$ cat src/rtl/radio_rssi_averager.sv
// RSSI averager: drives the divided RSSI ADC clock into the radio bridge and
// captures the returned samples. It publishes window sum/average and an energy-detect flag with hold-off.
module radio_rssi_averager #(
  parameter int CLK_DIV  = 4,
  parameter int LOG2_WIN = 4,
  parameter int HOLD_WIN = 2
) (
  input  logic                     converter_clock_in,
  input  logic                     reset_n,
  input  logic                     enable,
  input  logic [0:10+LOG2_WIN-1]   threshold,
  input  logic [0:9]               user_RSSI_ADC_D,
  output logic                     user_RSSI_ADC_clk,
  output logic [0:10+LOG2_WIN-1]   rssi_sum,
  output logic [0:9]               rssi_avg,
  output logic                     rssi_valid,
  output logic                     energy_det
);

  localparam int SW   = 10 + LOG2_WIN;
  localparam int DIVW = (CLK_DIV > 2) ? $clog2(CLK_DIV) : 1;
  localparam logic [DIVW-1:0] DIV_HALF  = DIVW'(CLK_DIV / 2);
  localparam logic [DIVW-1:0] DIV_LAST  = DIVW'(CLK_DIV - 1);
  localparam logic [3:0]      HOLD_INIT = 4'(HOLD_WIN);

  logic [DIVW-1:0]     div_cnt_q, div_cnt_d;
  logic                adc_clk_q, adc_clk_d;
  logic [9:0]          sample_q,  sample_d;
  logic                cap_q,     cap_d;
  logic [LOG2_WIN-1:0] smp_cnt_q, smp_cnt_d;
  logic [SW-1:0]       acc_q,     acc_d;
  logic [SW-1:0]       sum_q,     sum_d;
  logic [9:0]          avg_q,     avg_d;
  logic                valid_q,   valid_d;
  logic [3:0]          hold_q,    hold_d;
  logic                det_q,     det_d;

  logic [SW-1:0]       win_sum;
  logic                win_last;
  logic                div_at_last;

  assign win_sum     = acc_q + SW'(sample_q);
  assign win_last    = &smp_cnt_q;
  assign div_at_last = (div_cnt_q == DIV_LAST);

  // rssi_valid is a one-cycle strobe with no back-pressure: the consumer must
  // take rssi_sum/rssi_avg on that cycle; both hold until the next strobe.
  always_comb begin
    div_cnt_d = div_cnt_q;
    adc_clk_d = adc_clk_q;
    sample_d  = sample_q;
    cap_d     = 1'b0;
    smp_cnt_d = smp_cnt_q;
    acc_d     = acc_q;
    sum_d     = sum_q;
    avg_d     = avg_q;
    valid_d   = 1'b0;
    hold_d    = hold_q;
    det_d     = det_q;

    if (!enable) begin
      // Disabling discards the partial window and any capture still pending.
      div_cnt_d = '0;
      adc_clk_d = 1'b0;
      smp_cnt_d = '0;
      acc_d     = '0;
      hold_d    = '0;
      det_d     = 1'b0;
    end else begin
      adc_clk_d = (div_cnt_q < DIV_HALF);
      div_cnt_d = div_at_last ? '0 : div_cnt_q + DIVW'(1);
      cap_d     = div_at_last;
      if (div_at_last) begin
        sample_d = user_RSSI_ADC_D;
      end

      if (cap_q) begin
        if (win_last) begin
          sum_d     = win_sum;
          avg_d     = 10'(win_sum >> LOG2_WIN);
          valid_d   = 1'b1;
          acc_d     = '0;
          smp_cnt_d = '0;
          // Threshold is only looked at here, against the freshly completed sum.
          if (win_sum >= threshold) begin
            det_d  = 1'b1;
            hold_d = HOLD_INIT;
          end else if (hold_q != 4'd0) begin
            hold_d = hold_q - 4'd1;
            if (hold_q == 4'd1) begin
              det_d = 1'b0;
            end
          end
        end else begin
          acc_d     = win_sum;
          smp_cnt_d = smp_cnt_q + LOG2_WIN'(1);
        end
      end
    end
  end

  always_ff @(posedge converter_clock_in or negedge reset_n) begin
    if (!reset_n) begin
      div_cnt_q <= '0;
      adc_clk_q <= 1'b0;
      sample_q  <= '0;
      cap_q     <= 1'b0;
      smp_cnt_q <= '0;
      acc_q     <= '0;
      sum_q     <= '0;
      avg_q     <= '0;
      valid_q   <= 1'b0;
      hold_q    <= '0;
      det_q     <= 1'b0;
    end else begin
      div_cnt_q <= div_cnt_d;
      adc_clk_q <= adc_clk_d;
      sample_q  <= sample_d;
      cap_q     <= cap_d;
      smp_cnt_q <= smp_cnt_d;
      acc_q     <= acc_d;
      sum_q     <= sum_d;
      avg_q     <= avg_d;
      valid_q   <= valid_d;
      hold_q    <= hold_d;
      det_q     <= det_d;
    end
  end

  assign user_RSSI_ADC_clk = adc_clk_q;
  assign rssi_sum          = sum_q;
  assign rssi_avg          = avg_q;
  assign rssi_valid        = valid_q;
  assign energy_det        = det_q;

endmodule

$ cat config.mk
export PLATFORM = sky130hd
export DESIGN_NAME = radio_rssi_averager
export DESIGN_NICKNAME = d
export VERILOG_FILES = /design/src/rtl/radio_rssi_averager.sv
export SDC_FILE = /design/constraint.sdc
export NUM_CORES = 1
export LEC_CHECK = 0
export CAP_MARGIN = 20
export CORE_MARGIN = 2
export CORE_UTILIZATION = 40
export DETAILED_ROUTE_END_ITERATION = 16
export PLACE_DENSITY_LB_ADDON = 0.05
export SYNTH_ARGS = -nofsm -noshare
export SYNTH_HDL_FRONTEND = slang
export SYNTH_SLANG_ARGS = --single-unit
$ cat constraint.sdc
create_clock -name converter_clock_in -period 8.5 [get_ports converter_clock_in]
set_input_delay 2.55 -clock converter_clock_in [delete_from_list [all_inputs] [get_ports converter_clock_in]]
set_output_delay 2.55 -clock converter_clock_in [all_outputs]
set_load 0.02 [all_outputs]
## After elaboration in Yosys (flattened, before gate mapping)

Cells that the tools add are included.

| word-level totals | value |
|---|---|
| register bits | 62 |
| latch bits | 0 |
| input bits | 27 |
| memories kept | 0 |
| word-level logic and storage cells | 53 |
| bits in read-only memories | 0 |
| memory bits (writable) | 0 |
| output and inout port bits | 27 |

| operators by class | value |
|---|---|
| add/sub/neg operators | 4 |
| multiplexer cells | 24 |
| reductions and logical operators | 6 |
| equality and inequality tests | 6 |
| $mul | 0 |
| order comparisons | 2 |
| div/mod/pow operators | 0 |
| shifts and indexed selects | 0 |
| bitwise operators | 0 |

Operators with widths:

| operator | number |
|---|---|
| 14-bit 2-to-1 mux | 3 |
| 4-bit 2-to-1 mux | 8 |
| 14-bit by 10-bit adder with 14-bit output | 1 |
| 14-bit >= comparator | 1 |
| 1-bit 2-to-1 mux | 11 |
| 4-bit AND reduction | 2 |
| 3-bit by 1-bit inequality test with 1-bit output (second input constant) | 2 |
| 6-bit AND reduction | 1 |
| 4-bit by 1-bit adder with 4-bit output (second input constant) | 1 |
| 4-bit by 1-bit equality test with 1-bit output (second input constant) | 1 |
| 2-bit 2-to-1 mux | 2 |
| 2-bit by 1-bit inequality test with 1-bit output (second input constant) | 2 |
| 4-bit nonzero test | 1 |
| 4-bit by 1-bit subtractor with 4-bit output (second input constant) | 1 |
| 3-bit AND reduction | 1 |
| 2-bit by 1-bit adder with 2-bit output (second input constant) | 1 |
| 2-bit equality test (second input constant) | 1 |
| 2-bit < comparator (second input constant) | 1 |
| 2-bit AND reduction | 1 |

## Longest topological paths before layout

| logic depth | value |
|---|---|
| depth in word-level cells | 7 |
| gate-level depth with buffers | 14 |
| mapped depth without buffers | 14 |

## Worst setup path before layout

No wires, ideal clock.

| path | value |
|---|---|
| path type | input -> register |
| start point | input port threshold[1] in the netlist's numbering |
| end point | register hold_q[1] |
| required time | 8379 ps |
| arrival | 3829 ps |
| setup slack | 4550 ps |
| buffers on the path | 0 |
| stages | 7 |
| setup time | 121 ps |
| cells stage by stage | inv_1 > ha_1 > a21oi_1 > nand2_1 > a221oi_2 > o211ai_1 > a22o_1 |

| on the way | value |
|---|---|
| word-level cells in the longest chain between the ends | 5 |
| elaborated cells on any way between the ends | 7 |
| those cells by class | order compare (1); eq/ne (1); mux (4); reduce/logical (1) |

RTL lines:

| element | RTL line | source |
|---|---|---|
| start: declaration | 11 | `input logic [0:10+LOG2_WIN-1] threshold,` |
| 14-bit >= comparator (*) | 85 | `if (win_sum >= threshold) begin` |
| 4-bit 2-to-1 mux | 85 |  |
| 4-bit 2-to-1 mux | 78 | `if (win_last) begin` |
| 4-bit 2-to-1 mux | 77 | `if (cap_q) begin` |
| 4-bit 2-to-1 mux | 61 | `if (!enable) begin` |
| end signal: assignment | 125 | `hold_q <= hold_d;` |
| end: declaration | 35 | `logic [3:0] hold_q, hold_d;` |

Mark *: on every way between the ends. The rest lies on a longest branch, timed or not. The select of a mux whose other input is x is not followed.
A chain may end at the register's enable or synchronous reset.

## Worst setup path in the final report

| path | value |
|---|---|
| start point | input port enable |
| end point | register sum_q[5] (netlist: rssi_sum[8]) |

| on the way | value |
|---|---|
| word-level cells in the longest chain between the ends | 1 |

RTL lines:

| element | RTL line | source |
|---|---|---|
| start: declaration | 10 | `input logic enable,` |
| 6-bit AND reduction (no source line) | - |  |
| end signal: assignment | 122 | `sum_q <= sum_d;` |
| end: declaration | 32 | `logic [SW-1:0] sum_q, sum_d;` |

Every way passes these cells.

==> flow_summary.toml <==
[floorplan]
die_area_sq_mm = 0.009076
die_w_um = 95.27
ioPinCount = 54
fp.coreArea_sq_mm = 0.008134
fp.dieH_um = 95.27
start_util_pct = 40.96
rows = 33

[sta]
tightest_slew_ns = 0.9279
min_period_over_period_pct = 55.98
rsz0062_at_grt = "no"
final.min_clock_period_ns = 4.758
skew_ns = 0.01471
setup_viol = 0
timing_hold_violations_final = 0
fin_setup_tns_ns = 0
drv_slew = 0
relSlewSlack_pct = 37.97
whs_ns = 0.4384
fmax_mhz = 210.2

[global_routing]
grt_pass1_vias = 2491
met2_usage_pct = 28.70
met1_usage_pct = 24.01
busiest_layer = "met2"
grt_pass1_wl_um = 12300
grt_max_degree = 53
grtUsageTotal_pct = 17.55
grt_antenna_before_repair = 0
grt_use_met3_pct = 3.083
overflow = 0

[clock_network]
cts_resized = 0
cts_root_buf = "clkbuf_8"
hold_buffers = 0
clk_latency_ns = 0.31
clock_sinks = 52
cts_buffer_depth = 2
cts-buffers-inserted = 5
clkTransAtPathRegs_ns = 0.09
cts_tree = "yes"
post_cts_buffers = 0
htree_levels = 2

[setup_path]
cp-startpoint = "enable"
cp-start-kind = "input port"
endpoint_kind = "flop"
rr_startpoint = "sample_q[0]$_DFFE_PN0P_"
crit_chain = "clkdlybuf4s50_1, nand3_1, inv_1, mux2_2"
crit_fanout = 24
critPathKind = "input port to flop"
cpPeakStageDelay_ns = 0.73
cp.arrival_ns = 4.95
cpMaxStageDelayCell = "nand3_1"
critPathRequiredTime_ns = 8.70

[drt]
wirelength_um = 7414
ant_nets = 0
drt_iter0_drc = 112
vias = 2637
drc = 0
wl_per_cell_um = 14.92
via_per_inst = 5.306
dr.pass1.iters = 4

[placed_design]
io_buffers = 53
place_area_sq_mm = 0.003870
hpwl_um = 5434
place_congestion = 0.7669

[finish]
fill_cells = 763
final_util_pct = 48.53
nets = 448
layout-drive-gt1-share_pct = 7.908
stdcell_area_sq_mm = 0.003948
n_antenna_cell = 0
area_growth_pct = 18.48

[synth]
seq_area_frac_synth_pct = 39.05
synth_most_common_cell = "dfrtp_1"
synth-seq-cells = 52
synth_top_cell_by_area = "dfrtp_1"
synth_area_leaders = "dfrtp_1 39%, ha_1 11%, nand2_1 5.0%"
synth-edff-count = 0
synthCells = 354
yosysTopAreaCellShare_pct = 39.05
synth-warning-count = 0
synth_cell_types = 55
synth_common_cells = "52 x dfrtp_1, 44 x nand2_1, 30 x inv_1"
syn_area_per_cell_sq_um = 9.412
synth_area_sq_mm = 0.003332
syn_nets = 410
ys.flop_type = "dfrtp_1"
synthArstFlopShare_pct = 100.0

[run_status]
status = "complete, no violations"

[run]
max_cap_violations = 0

[min_path]
min_from = "div_cnt_q[1]$_DFF_PN0_"
hold_class = "flop to flop"

[pwr]
p_leak_nw = 1.861
total_power_uw = 645.3
ir_worst_vdd_mv = 0.1070
p_per_area_mw_per_mm2 = 163.5
## path summary, 6_finish.rpt
path	to	slack [ns]	cells after the start
worst max-delay path	rssi_sum[8]$_DFFE_PN0P_	3.74	4
worst min-delay path	user_RSSI_ADC_clk$_DFF_PN0_	0.44	1
worst max register to register	hold_q[1]$_DFFE_PN0P_	5.02	14
worst min register to register	user_RSSI_ADC_clk$_DFF_PN0_	0.44	1
max in group asynchronous	rssi_sum[11]$_DFFE_PN0P_	5.67	2
min in group asynchronous	sample_q[6]$_DFFE_PN0P_	2.35	2
## flip-flops by register name, summed over array words and instances, names as in the netlist
name / flops
acc_q: 14
rssi_sum: 14
sample_q: 10
hold_q: 4
smp_cnt_q: 4
div_cnt_q: 2
cap_q: 1
energy_det: 1
rssi_valid: 1
user_RSSI_ADC_clk: 1
## worst max-delay path: cells and delay by family
family | cells | cell delay (ns)
simple gates | 1 | 0.73
mux | 1 | 0.38
buf+inv | 2 | 1.28
## per-layer routing
| metal | part of all wire (%) | vias to the layer above |
|---|---|---|
| met5 | 0 | - |
| met4 | 1.5 | 0 |
| met3 | 4.0 | 10 |
| met2 | 46 | 63 |
| met1 | 48 | 1234 |
| li1 | - | 1330 |
## cell families (layout without fill, tap and decap cells)
group,count (synthesis),in the layout,synth area share [%]
buffers and inverters,54,92,7.397
AOI/OAI and AO/OA,90,90,20.28
DFF,52,52,39.05
muxes,12,12,3.981
and+or+nand+nor,107,107,15.55
xor gates and xnor gates,10,10,2.628
adders and majority gates,29,29,11.12
## cells in the final DEF, fill, tap and decap left out, drive strengths merged, types with 3 or more instances in the layout
master and count:
a31oi 4, clkbuf 6, a211o 5, o21bai 3, ha 28, dfrtp 52
o21ai 21, clkdlybuf4s50 52, nand2 44, xnor2 5, mux2 10, nor2 13
o31ai 4, a21boi 3, a21oi 11, o311ai 3, xor2 5, o2111ai 4
o22ai 3, and2 8, nor3 6, nand3 16, nor2b 4, inv 30
a22o 5, o21a 4, buf 3, nand4 8, a21o 7
## report_power, final
group / internal, mW / switching (mW) / leakage (nW)
Clock: 0.0563 / 0.0811 / 0.0410
Sequential: 0.273 / 0.0159 / 0.704
Combinational: 0.0941 / 0.125 / 1.12
Total: 0.423 / 0.222 / 1.86
## through the flow
| stage | instances | worst slack [ns] |
|---|---|---|
| 3_5_place_dp | 490 | 3.412 |
| 4_1_cts | 497 | 3.743 |
| 6_report | 497 | 3.742 |
| 3_3_place_gp | 490 | 3.467 |
| 2_1_floorplan | 354 | 4.550 |
| 5_1_grt | 497 | 3.563 |
## final cells by class
type | instances | area (sq um) | share of cell area, %
clock buffers | 6 | 72.57 | 1.838
clock inverters | 1 | 5.005 | 0.1268
inverters | 30 | 112.6 | 2.853
multi-input cells | 248 | 1784 | 45.20
flip-flops and latches | 52 | 1301 | 32.96
well taps | 105 | 131.4 | 3.328
repair buffers | 55 | 540.5 | 13.69
(Power assumes the default switching activity.)
